$ cat src/rtl/ex_operand_if.sv
// ex_operand_if: bundles the decode-side inputs, forwarding sources and
// execute-side outputs of the ID/EX operand stage.
//   master : decode / pipeline side (drives id_*, exmem_*, memwb_*, ex_hold, flush)
//   slave  : ex_operand_stage (drives alu_*, ex_*, stall_id)
interface ex_operand_if #(
    parameter int unsigned DATA_W = 32,
    parameter int unsigned REG_AW = 5
);
    // Decode stage
    logic              id_valid;
    logic [REG_AW-1:0] id_rs_addr;
    logic [REG_AW-1:0] id_rt_addr;
    logic [DATA_W-1:0] id_rs_data;
    logic [DATA_W-1:0] id_rt_data;
    logic [DATA_W-1:0] id_imm;
    logic              id_use_imm;
    logic [2:0]        id_aluop;
    logic              id_unsig;
    logic [REG_AW-1:0] id_rd_addr;
    logic              id_regwrite;
    logic              id_memread;
    // Forwarding sources
    logic              exmem_regwrite;
    logic [REG_AW-1:0] exmem_rd;
    logic [DATA_W-1:0] exmem_result;
    logic              memwb_regwrite;
    logic [REG_AW-1:0] memwb_rd;
    logic [DATA_W-1:0] memwb_result;
    // Pipeline control
    logic              ex_hold;
    logic              flush;
    // Execute stage
    logic [DATA_W-1:0] alu_a;
    logic [DATA_W-1:0] alu_b;
    logic [2:0]        alu_op;
    logic              alu_unsig;
    logic [DATA_W-1:0] ex_store_data;
    logic              ex_valid;
    logic [REG_AW-1:0] ex_rd;
    logic              ex_regwrite;
    logic              ex_memread;
    logic              stall_id;

    modport master (
        output id_valid, id_rs_addr, id_rt_addr, id_rs_data, id_rt_data, id_imm,
               id_use_imm, id_aluop, id_unsig, id_rd_addr, id_regwrite, id_memread,
               exmem_regwrite, exmem_rd, exmem_result,
               memwb_regwrite, memwb_rd, memwb_result, ex_hold, flush,
        input  alu_a, alu_b, alu_op, alu_unsig, ex_store_data, ex_valid, ex_rd,
               ex_regwrite, ex_memread, stall_id
    );

    modport slave (
        input  id_valid, id_rs_addr, id_rt_addr, id_rs_data, id_rt_data, id_imm,
               id_use_imm, id_aluop, id_unsig, id_rd_addr, id_regwrite, id_memread,
               exmem_regwrite, exmem_rd, exmem_result,
               memwb_regwrite, memwb_rd, memwb_result, ex_hold, flush,
        output alu_a, alu_b, alu_op, alu_unsig, ex_store_data, ex_valid, ex_rd,
               ex_regwrite, ex_memread, stall_id
    );
endinterface

$ cat src/rtl/ex_operand_stage.sv
// ex_operand_stage: ID/EX pipeline register with operand forwarding.
// Captures decoded operands, forwards from EX/MEM (first) and MEM/WB (second),
// inserts one bubble on a load-use hazard, and honours ex_hold and flush.
// Ports:
//   clk  : rising-edge clock
//   rst  : asynchronous active-high reset
//   bus  : ex_operand_if slave (decode inputs, forwarding sources, Alu outputs)
module ex_operand_stage #(
    parameter int unsigned DATA_W = 32,
    parameter int unsigned REG_AW = 5
) (
    input logic         clk,
    input logic         rst,
    ex_operand_if.slave bus
);

    typedef struct packed {
        logic              valid;
        logic [REG_AW-1:0] rs_addr;
        logic [REG_AW-1:0] rt_addr;
        logic [REG_AW-1:0] rd;
        logic [DATA_W-1:0] rs_data;
        logic [DATA_W-1:0] rt_data;
        logic [DATA_W-1:0] imm;
        logic              use_imm;
        logic [2:0]        op;
        logic              unsig;
        logic              regwrite;
        logic              memread;
    } ex_regs_t;

    ex_regs_t ex_q, ex_d;

    logic [DATA_W-1:0] fwd_a;
    logic [DATA_W-1:0] fwd_rt;
    logic              load_use;

    // Forwarding: MEM/WB assigned first so a matching EX/MEM overrides it.
    always_comb begin
        fwd_a  = ex_q.rs_data;
        fwd_rt = ex_q.rt_data;
        if (bus.memwb_regwrite && (bus.memwb_rd != '0)) begin
            if (bus.memwb_rd == ex_q.rs_addr) fwd_a  = bus.memwb_result;
            if (bus.memwb_rd == ex_q.rt_addr) fwd_rt = bus.memwb_result;
        end
        if (bus.exmem_regwrite && (bus.exmem_rd != '0)) begin
            if (bus.exmem_rd == ex_q.rs_addr) fwd_a  = bus.exmem_result;
            if (bus.exmem_rd == ex_q.rt_addr) fwd_rt = bus.exmem_result;
        end
    end

    // rt is only a real dependency when the instruction does not use the immediate.
    assign load_use = ex_q.valid && ex_q.memread && (ex_q.rd != '0) && bus.id_valid &&
                      ((bus.id_rs_addr == ex_q.rd) ||
                       (!bus.id_use_imm && (bus.id_rt_addr == ex_q.rd)));

    always_comb begin
        ex_d = ex_q;
        if (bus.flush) begin
            ex_d.valid    = 1'b0;
            ex_d.regwrite = 1'b0;
            ex_d.memread  = 1'b0;
        end else if (bus.ex_hold) begin
            // Refresh operands so they survive the producer leaving MEM/WB.
            ex_d.rs_data = fwd_a;
            ex_d.rt_data = fwd_rt;
        end else if (load_use) begin
            ex_d.valid    = 1'b0;
            ex_d.regwrite = 1'b0;
            ex_d.memread  = 1'b0;
        end else begin
            ex_d.valid    = bus.id_valid;
            ex_d.rs_addr  = bus.id_rs_addr;
            ex_d.rt_addr  = bus.id_rt_addr;
            ex_d.rd       = bus.id_rd_addr;
            ex_d.rs_data  = bus.id_rs_data;
            ex_d.rt_data  = bus.id_rt_data;
            ex_d.imm      = bus.id_imm;
            ex_d.use_imm  = bus.id_use_imm;
            ex_d.op       = bus.id_aluop;
            ex_d.unsig    = bus.id_unsig;
            ex_d.regwrite = bus.id_regwrite && bus.id_valid;
            ex_d.memread  = bus.id_memread && bus.id_valid;
        end
    end

    always_ff @(posedge clk or posedge rst) begin
        if (rst) begin
            ex_q <= '0;
        end else begin
            ex_q <= ex_d;
        end
    end

    assign bus.alu_a         = fwd_a;
    assign bus.alu_b         = ex_q.use_imm ? ex_q.imm : fwd_rt;
    assign bus.alu_op        = ex_q.op;
    assign bus.alu_unsig     = ex_q.unsig;
    assign bus.ex_store_data = fwd_rt;
    assign bus.ex_valid      = ex_q.valid;
    assign bus.ex_rd         = ex_q.rd;
    assign bus.ex_regwrite   = ex_q.valid && ex_q.regwrite;
    assign bus.ex_memread    = ex_q.valid && ex_q.memread;
    // Held low during reset so a lingering ex_hold cannot stall decode.
    assign bus.stall_id      = !rst && !bus.flush && (bus.ex_hold || load_use);

endmodule

$ cat src/flat_wrapper.sv
// flat-port wrapper written by rule: the top's interface ports become plain ports
module ex_operand_stage_flat 
#(
    parameter int unsigned DATA_W = 32,
    parameter int unsigned REG_AW = 5
)
  (clk, rst, bus_id_valid, bus_id_rs_addr, bus_id_rt_addr, bus_id_rs_data, bus_id_rt_data, bus_id_imm, bus_id_use_imm, bus_id_aluop, bus_id_unsig, bus_id_rd_addr, bus_id_regwrite, bus_id_memread, bus_exmem_regwrite, bus_exmem_rd, bus_exmem_result, bus_memwb_regwrite, bus_memwb_rd, bus_memwb_result, bus_ex_hold, bus_flush, bus_alu_a, bus_alu_b, bus_alu_op, bus_alu_unsig, bus_ex_store_data, bus_ex_valid, bus_ex_rd, bus_ex_regwrite, bus_ex_memread, bus_stall_id);
  ex_operand_if #(.DATA_W(DATA_W), .REG_AW(REG_AW)) bus_i ();
  input logic clk;
  input logic rst;
  input wire logic [$bits(bus_i.id_valid)-1:0] bus_id_valid;
  input wire logic [$bits(bus_i.id_rs_addr)-1:0] bus_id_rs_addr;
  input wire logic [$bits(bus_i.id_rt_addr)-1:0] bus_id_rt_addr;
  input wire logic [$bits(bus_i.id_rs_data)-1:0] bus_id_rs_data;
  input wire logic [$bits(bus_i.id_rt_data)-1:0] bus_id_rt_data;
  input wire logic [$bits(bus_i.id_imm)-1:0] bus_id_imm;
  input wire logic [$bits(bus_i.id_use_imm)-1:0] bus_id_use_imm;
  input wire logic [$bits(bus_i.id_aluop)-1:0] bus_id_aluop;
  input wire logic [$bits(bus_i.id_unsig)-1:0] bus_id_unsig;
  input wire logic [$bits(bus_i.id_rd_addr)-1:0] bus_id_rd_addr;
  input wire logic [$bits(bus_i.id_regwrite)-1:0] bus_id_regwrite;
  input wire logic [$bits(bus_i.id_memread)-1:0] bus_id_memread;
  input wire logic [$bits(bus_i.exmem_regwrite)-1:0] bus_exmem_regwrite;
  input wire logic [$bits(bus_i.exmem_rd)-1:0] bus_exmem_rd;
  input wire logic [$bits(bus_i.exmem_result)-1:0] bus_exmem_result;
  input wire logic [$bits(bus_i.memwb_regwrite)-1:0] bus_memwb_regwrite;
  input wire logic [$bits(bus_i.memwb_rd)-1:0] bus_memwb_rd;
  input wire logic [$bits(bus_i.memwb_result)-1:0] bus_memwb_result;
  input wire logic [$bits(bus_i.ex_hold)-1:0] bus_ex_hold;
  input wire logic [$bits(bus_i.flush)-1:0] bus_flush;
  output wire logic [$bits(bus_i.alu_a)-1:0] bus_alu_a;
  output wire logic [$bits(bus_i.alu_b)-1:0] bus_alu_b;
  output wire logic [$bits(bus_i.alu_op)-1:0] bus_alu_op;
  output wire logic [$bits(bus_i.alu_unsig)-1:0] bus_alu_unsig;
  output wire logic [$bits(bus_i.ex_store_data)-1:0] bus_ex_store_data;
  output wire logic [$bits(bus_i.ex_valid)-1:0] bus_ex_valid;
  output wire logic [$bits(bus_i.ex_rd)-1:0] bus_ex_rd;
  output wire logic [$bits(bus_i.ex_regwrite)-1:0] bus_ex_regwrite;
  output wire logic [$bits(bus_i.ex_memread)-1:0] bus_ex_memread;
  output wire logic [$bits(bus_i.stall_id)-1:0] bus_stall_id;
  assign bus_i.id_valid = bus_id_valid;
  assign bus_i.id_rs_addr = bus_id_rs_addr;
  assign bus_i.id_rt_addr = bus_id_rt_addr;
  assign bus_i.id_rs_data = bus_id_rs_data;
  assign bus_i.id_rt_data = bus_id_rt_data;
  assign bus_i.id_imm = bus_id_imm;
  assign bus_i.id_use_imm = bus_id_use_imm;
  assign bus_i.id_aluop = bus_id_aluop;
  assign bus_i.id_unsig = bus_id_unsig;
  assign bus_i.id_rd_addr = bus_id_rd_addr;
  assign bus_i.id_regwrite = bus_id_regwrite;
  assign bus_i.id_memread = bus_id_memread;
  assign bus_i.exmem_regwrite = bus_exmem_regwrite;
  assign bus_i.exmem_rd = bus_exmem_rd;
  assign bus_i.exmem_result = bus_exmem_result;
  assign bus_i.memwb_regwrite = bus_memwb_regwrite;
  assign bus_i.memwb_rd = bus_memwb_rd;
  assign bus_i.memwb_result = bus_memwb_result;
  assign bus_i.ex_hold = bus_ex_hold;
  assign bus_i.flush = bus_flush;
  assign bus_alu_a = bus_i.alu_a;
  assign bus_alu_b = bus_i.alu_b;
  assign bus_alu_op = bus_i.alu_op;
  assign bus_alu_unsig = bus_i.alu_unsig;
  assign bus_ex_store_data = bus_i.ex_store_data;
  assign bus_ex_valid = bus_i.ex_valid;
  assign bus_ex_rd = bus_i.ex_rd;
  assign bus_ex_regwrite = bus_i.ex_regwrite;
  assign bus_ex_memread = bus_i.ex_memread;
  assign bus_stall_id = bus_i.stall_id;
  ex_operand_stage #(.DATA_W(DATA_W), .REG_AW(REG_AW)) u_core (.clk(clk), .rst(rst), .bus(bus_i));
endmodule
$ cat config.mk
export PLATFORM = sky130hd
export DESIGN_NAME = ex_operand_stage_flat
export DESIGN_NICKNAME = d
export VERILOG_FILES = /design/src/rtl/ex_operand_if.sv /design/src/rtl/ex_operand_stage.sv /design/src/flat_wrapper.sv
export SDC_FILE = /design/constraint.sdc
export NUM_CORES = 1
export LEC_CHECK = 0
export ABC_AREA = 1
export CORE_MARGIN = 4
export CORE_UTILIZATION = 46
export CTS_CLUSTER_SIZE = 24
export DETAILED_ROUTE_END_ITERATION = 8
export MAX_ROUTING_LAYER = met4
export PLACE_DENSITY = 0.82
export SYNTH_ARGS = -nofsm -noshare
export SYNTH_HDL_FRONTEND = slang
export SYNTH_SLANG_ARGS = --single-unit
$ cat constraint.sdc
create_clock -name clk -period 4.6 [get_ports clk]
set_input_delay 0.92 -clock clk [delete_from_list [all_inputs] [get_ports clk]]
set_output_delay 0.92 -clock clk [all_outputs]
set_load 0.02 [all_outputs]
==> flow_summary.json <==
{
  "whs_path_depth": 2,
  "ff2ff_path_depth": 11,
  "synthArstFlopShare_pct": 100,
  "hp-start": "u_core.bus.alu_op[0]$_DFFE_PP0P_",
  "reg2reg_slack_ns": 1.99,
  "dieArea_um2": 20500,
  "tritoncts": "built",
  "worstReg2RegStart": "u_core.bus.ex_rd[2]$_DFFE_PP0P_",
  "drtIter0Drc": 1194,
  "syn_inst": 1264,
  "worst_pin_slew_ns": 0.822,
  "worstSetupPathDepth": 11,
  "hold_path_end": "u_core.bus.alu_op[0]$_DFFE_PP0P_",
  "gr-usage-all-layers_pct": 32.8,
  "coreArea_um2": 18000,
  "area.sequential_um2": 2980,
  "drive_gt1_share_pct": 7.18,
  "overflow": 0,
  "clock_skew_ns": 0.0120,
  "met3WireLength_um": 3340,
  "fill_cells": 1593,
  "grt_pass1_wl_um": 50600,
  "dp_hpwl_um": 24200,
  "drt_drc_violations_left": 0,
  "clkTransAtPathRegs_ns": 0.06,
  "synth_common_cells": "nand2_1 (264), nand3_1 (235), nor2_1 (165)",
  "max_stage_delay_ns": 0.60,
  "yosys_register_bits": 119,
  "cts_hold_buf": 0,
  "leakage_nw": 5.71,
  "cts_resized": 0,
  "yosys-top-cells-area": "dfrtp_1 (35%), nand3_1 (14%), nand2_1 (12%), nor2_1 (7.4%), inv_1 (6.0%)",
  "p_sw_share_pct": 35.0,
  "seq_area_frac_synth_pct": 35.5,
  "cp_num_buf_inv": 4,
  "hold_viol_final": 0,
  "critPathKind": "input pin to output pin",
  "period_share_pct": 94.1,
  "power.density_nw_per_um2": 346,
  "wl_per_cell_um": 18.8,
  "p_sw_mw": 1.47,
  "clk_latency_ns": 0.43,
  "critPathLaunchType": "input pin",
  "grt_max_degree": 78,
  "required_ns": 3.68,
  "syn_area_per_cell_um2": 6.64,
  "synth_top_area_share_pct": 35.5,
  "route.met2.wl_um": 15100,
  "routabilityCongestion": 0.975,
  "ant_nets": 0,
  "synthesis.nets": 1463,
  "die_w_um": 143,
  "hp-class": "flop to flop",
  "crit_family": "buffers and inverters",
  "antenna_found_initial": 1,
  "syn2layout_area_growth_pct": 45.2,
  "num_rows": 49,
  "synth_top_area_cell": "dfrtp_1",
  "grt_setup_unrepaired": "false",
  "multi_input_area_um2": 4430,
  "post_cts_buffers": 0,
  "cp_max_fo": 32,
  "synth-edff-count": 0,
  "synth_flop_cell": "dfrtp_1",
  "power_frac_seq_pct": 29.8,
  "routed_wl_um": 33400,
  "die_h_um": 143,
  "dr.max_layer_used": "met4",
  "final_area_um2": 12200,
  "grt_pass1_vias": 9054,
  "start_util_pct": 46.7,
  "viasPerCell": 5.41,
  "internal-power_mw": 2.74,
  "total_power_mw": 4.21,
  "dr.pass1.iters": 6,
  "htreeDepth": 4,
  "status": "complete, no violations",
  "nets": 1733,
  "yosysUniqueCellTypes": 26,
  "arrival_ns": 3.41,
  "place_inst": 1744,
  "crit_slowest_cell": "clkdlybuf4s50_1",
  "io_pins": 308,
  "max_slew_margin_pct": 45.1,
  "post-route-util_pct": 67.8,
  "combPwrFrac_pct": 36.1,
  "setup_tns_ns": 0,
  "clk_path_buf_depth": 2,
  "timing.rr.end": "u_core.ex_q[1]$_DFFE_PP0P_",
  "place_area_um2": 11600,
  "peakVddDrop_uv": 293,
  "cp-end-kind": "output pin",
  "numCtsBuffers": 17,
  "cts_root_buf": "clkbuf_16",
  "stdcell_count": 1777,
  "cts_sinks": 119,
  "crit_chain": "clkdlybuf4s50_1 > nor3_1 > nand2_1 > nand2_1 > inv_2 > nand3b_2 > buf_4 > nand3_1 > nand3_1 > o21ai_0 > clkdlybuf4s50_1",
  "clock.fmax_mhz": 231,
  "yosysMostFrequentCell": "nand2_1",
  "port_buffers": 307,
  "drt-met1-wl_um": 14000,
  "ys_warn_count": 0,
  "maxSlewViolCount": 0,
  "maxCapViolCount": 0,
  "period_minus_slack_ns": 4.33,
  "synthesis.area_um2": 8390,
  "clkPwrFrac_pct": 34.0,
  "setup_violations": 0,
  "vias": 9616
}
-- registers in the layout (all words and copies together), names as in the netlist --
name	flops
u_core.bus.alu_op	3
u_core.bus.alu_unsig	1
u_core.bus.ex_rd	5
u_core.bus.ex_valid	1
u_core.ex_q	109
-- metal layers --
layer | GRT usage, % | vias to the layer above
li1 | - | 4548
met1 | 45.2 | 4410
met2 | 48.5 | 578
met3 | 7.03 | 80
met4 | 10.4 | 0
met5 | - | -
-- worst max path at each step --
| stage | start | to |
|---|---|---|
| 6_report | bus_exmem_rd[3] | bus_alu_b[11] |
| 5_1_grt | bus_exmem_rd[3] | bus_alu_b[12] |
| 4_1_cts | bus_exmem_rd[3] | bus_alu_b[11] |
| 3_5_place_dp | bus_exmem_rd[3] | bus_alu_b[11] |
| 3_3_place_gp | bus_memwb_rd[0] | bus_alu_b[15] |
| 2_1_floorplan | rst | u_core.bus.alu_op[0]$_DFFE_PP0P_ |
-- cells in the final DEF (no fill, tap or decap), drive strengths merged, types with 3 or more instances in the layout --
| master | Yosys | routed |
|---|---|---|
| clkinv | 0 | 5 |
| xnor2 | 11 | 11 |
| o21ai | 80 | 80 |
| xor2 | 6 | 6 |
| nand2 | 267 | 267 |
| inv | 142 | 148 |
| a21oi | 64 | 64 |
| dfrtp | 119 | 119 |
| nor2 | 168 | 168 |
| and2 | 64 | 64 |
| buf | 61 | 28 |
| nand3 | 235 | 235 |
| clkdlybuf4s50 | 0 | 306 |
| nand3b | 23 | 23 |
| clkbuf | 22 | 17 |
| bufinv | 0 | 3 |
-- per-stage QoR --
| step | setup WS [ns] | hold WS (ns) |
|---|---|---|
| 2_1_floorplan | 0.523 | 0.443 |
| 3_3_place_gp | 0.319 | 0.455 |
| 3_5_place_dp | 0.297 | 0.459 |
| 4_1_cts | 0.280 | 0.474 |
| 5_1_grt | 0.126 | 0.489 |
| 6_report | 0.273 | 0.472 |
-- power groups by stage --
stage | registers [mW] | clock network (mW) | logic, mW
2_1_floorplan | 1.26 | 0 | 0.825
4_1_cts | 1.26 | 1.44 | 1.52
3_5_place_dp | 1.27 | 0 | 1.51
5_1_grt | 1.27 | 1.49 | 1.64
6_report | 1.26 | 1.43 | 1.52
3_3_place_gp | 1.27 | 0 | 1.50
-- cell type report --
class / instances / share of cell area (%)
Timing Repair Buffer: 334 / 27.4
Antenna cell: 1 / 0.0205
Multi-Input combinational cell: 920 / 36.3
Sequential cell: 119 / 24.4
Clock buffer: 17 / 3.49
Tap cell: 229 / 2.35
Inverter: 142 / 4.42
Clock inverter: 15 / 1.58
-- logic make-up after synthesis --
| logic type | synth area share [%] |
|---|---|
| AOI/OAI and AO/OA | 9.98 |
| xor gates and xnor gates | 1.77 |
| buffers and inverters | 11.9 |
| DFF | 35.5 |
| and+or+nand+nor | 40.8 |
-- worst min-delay path: stages, from the launching register on --
cell and delay (ns):
dfrtp_1 0.34, nand2_1 0.05, nand2_1 0.05
(Power assumes the default switching activity.)
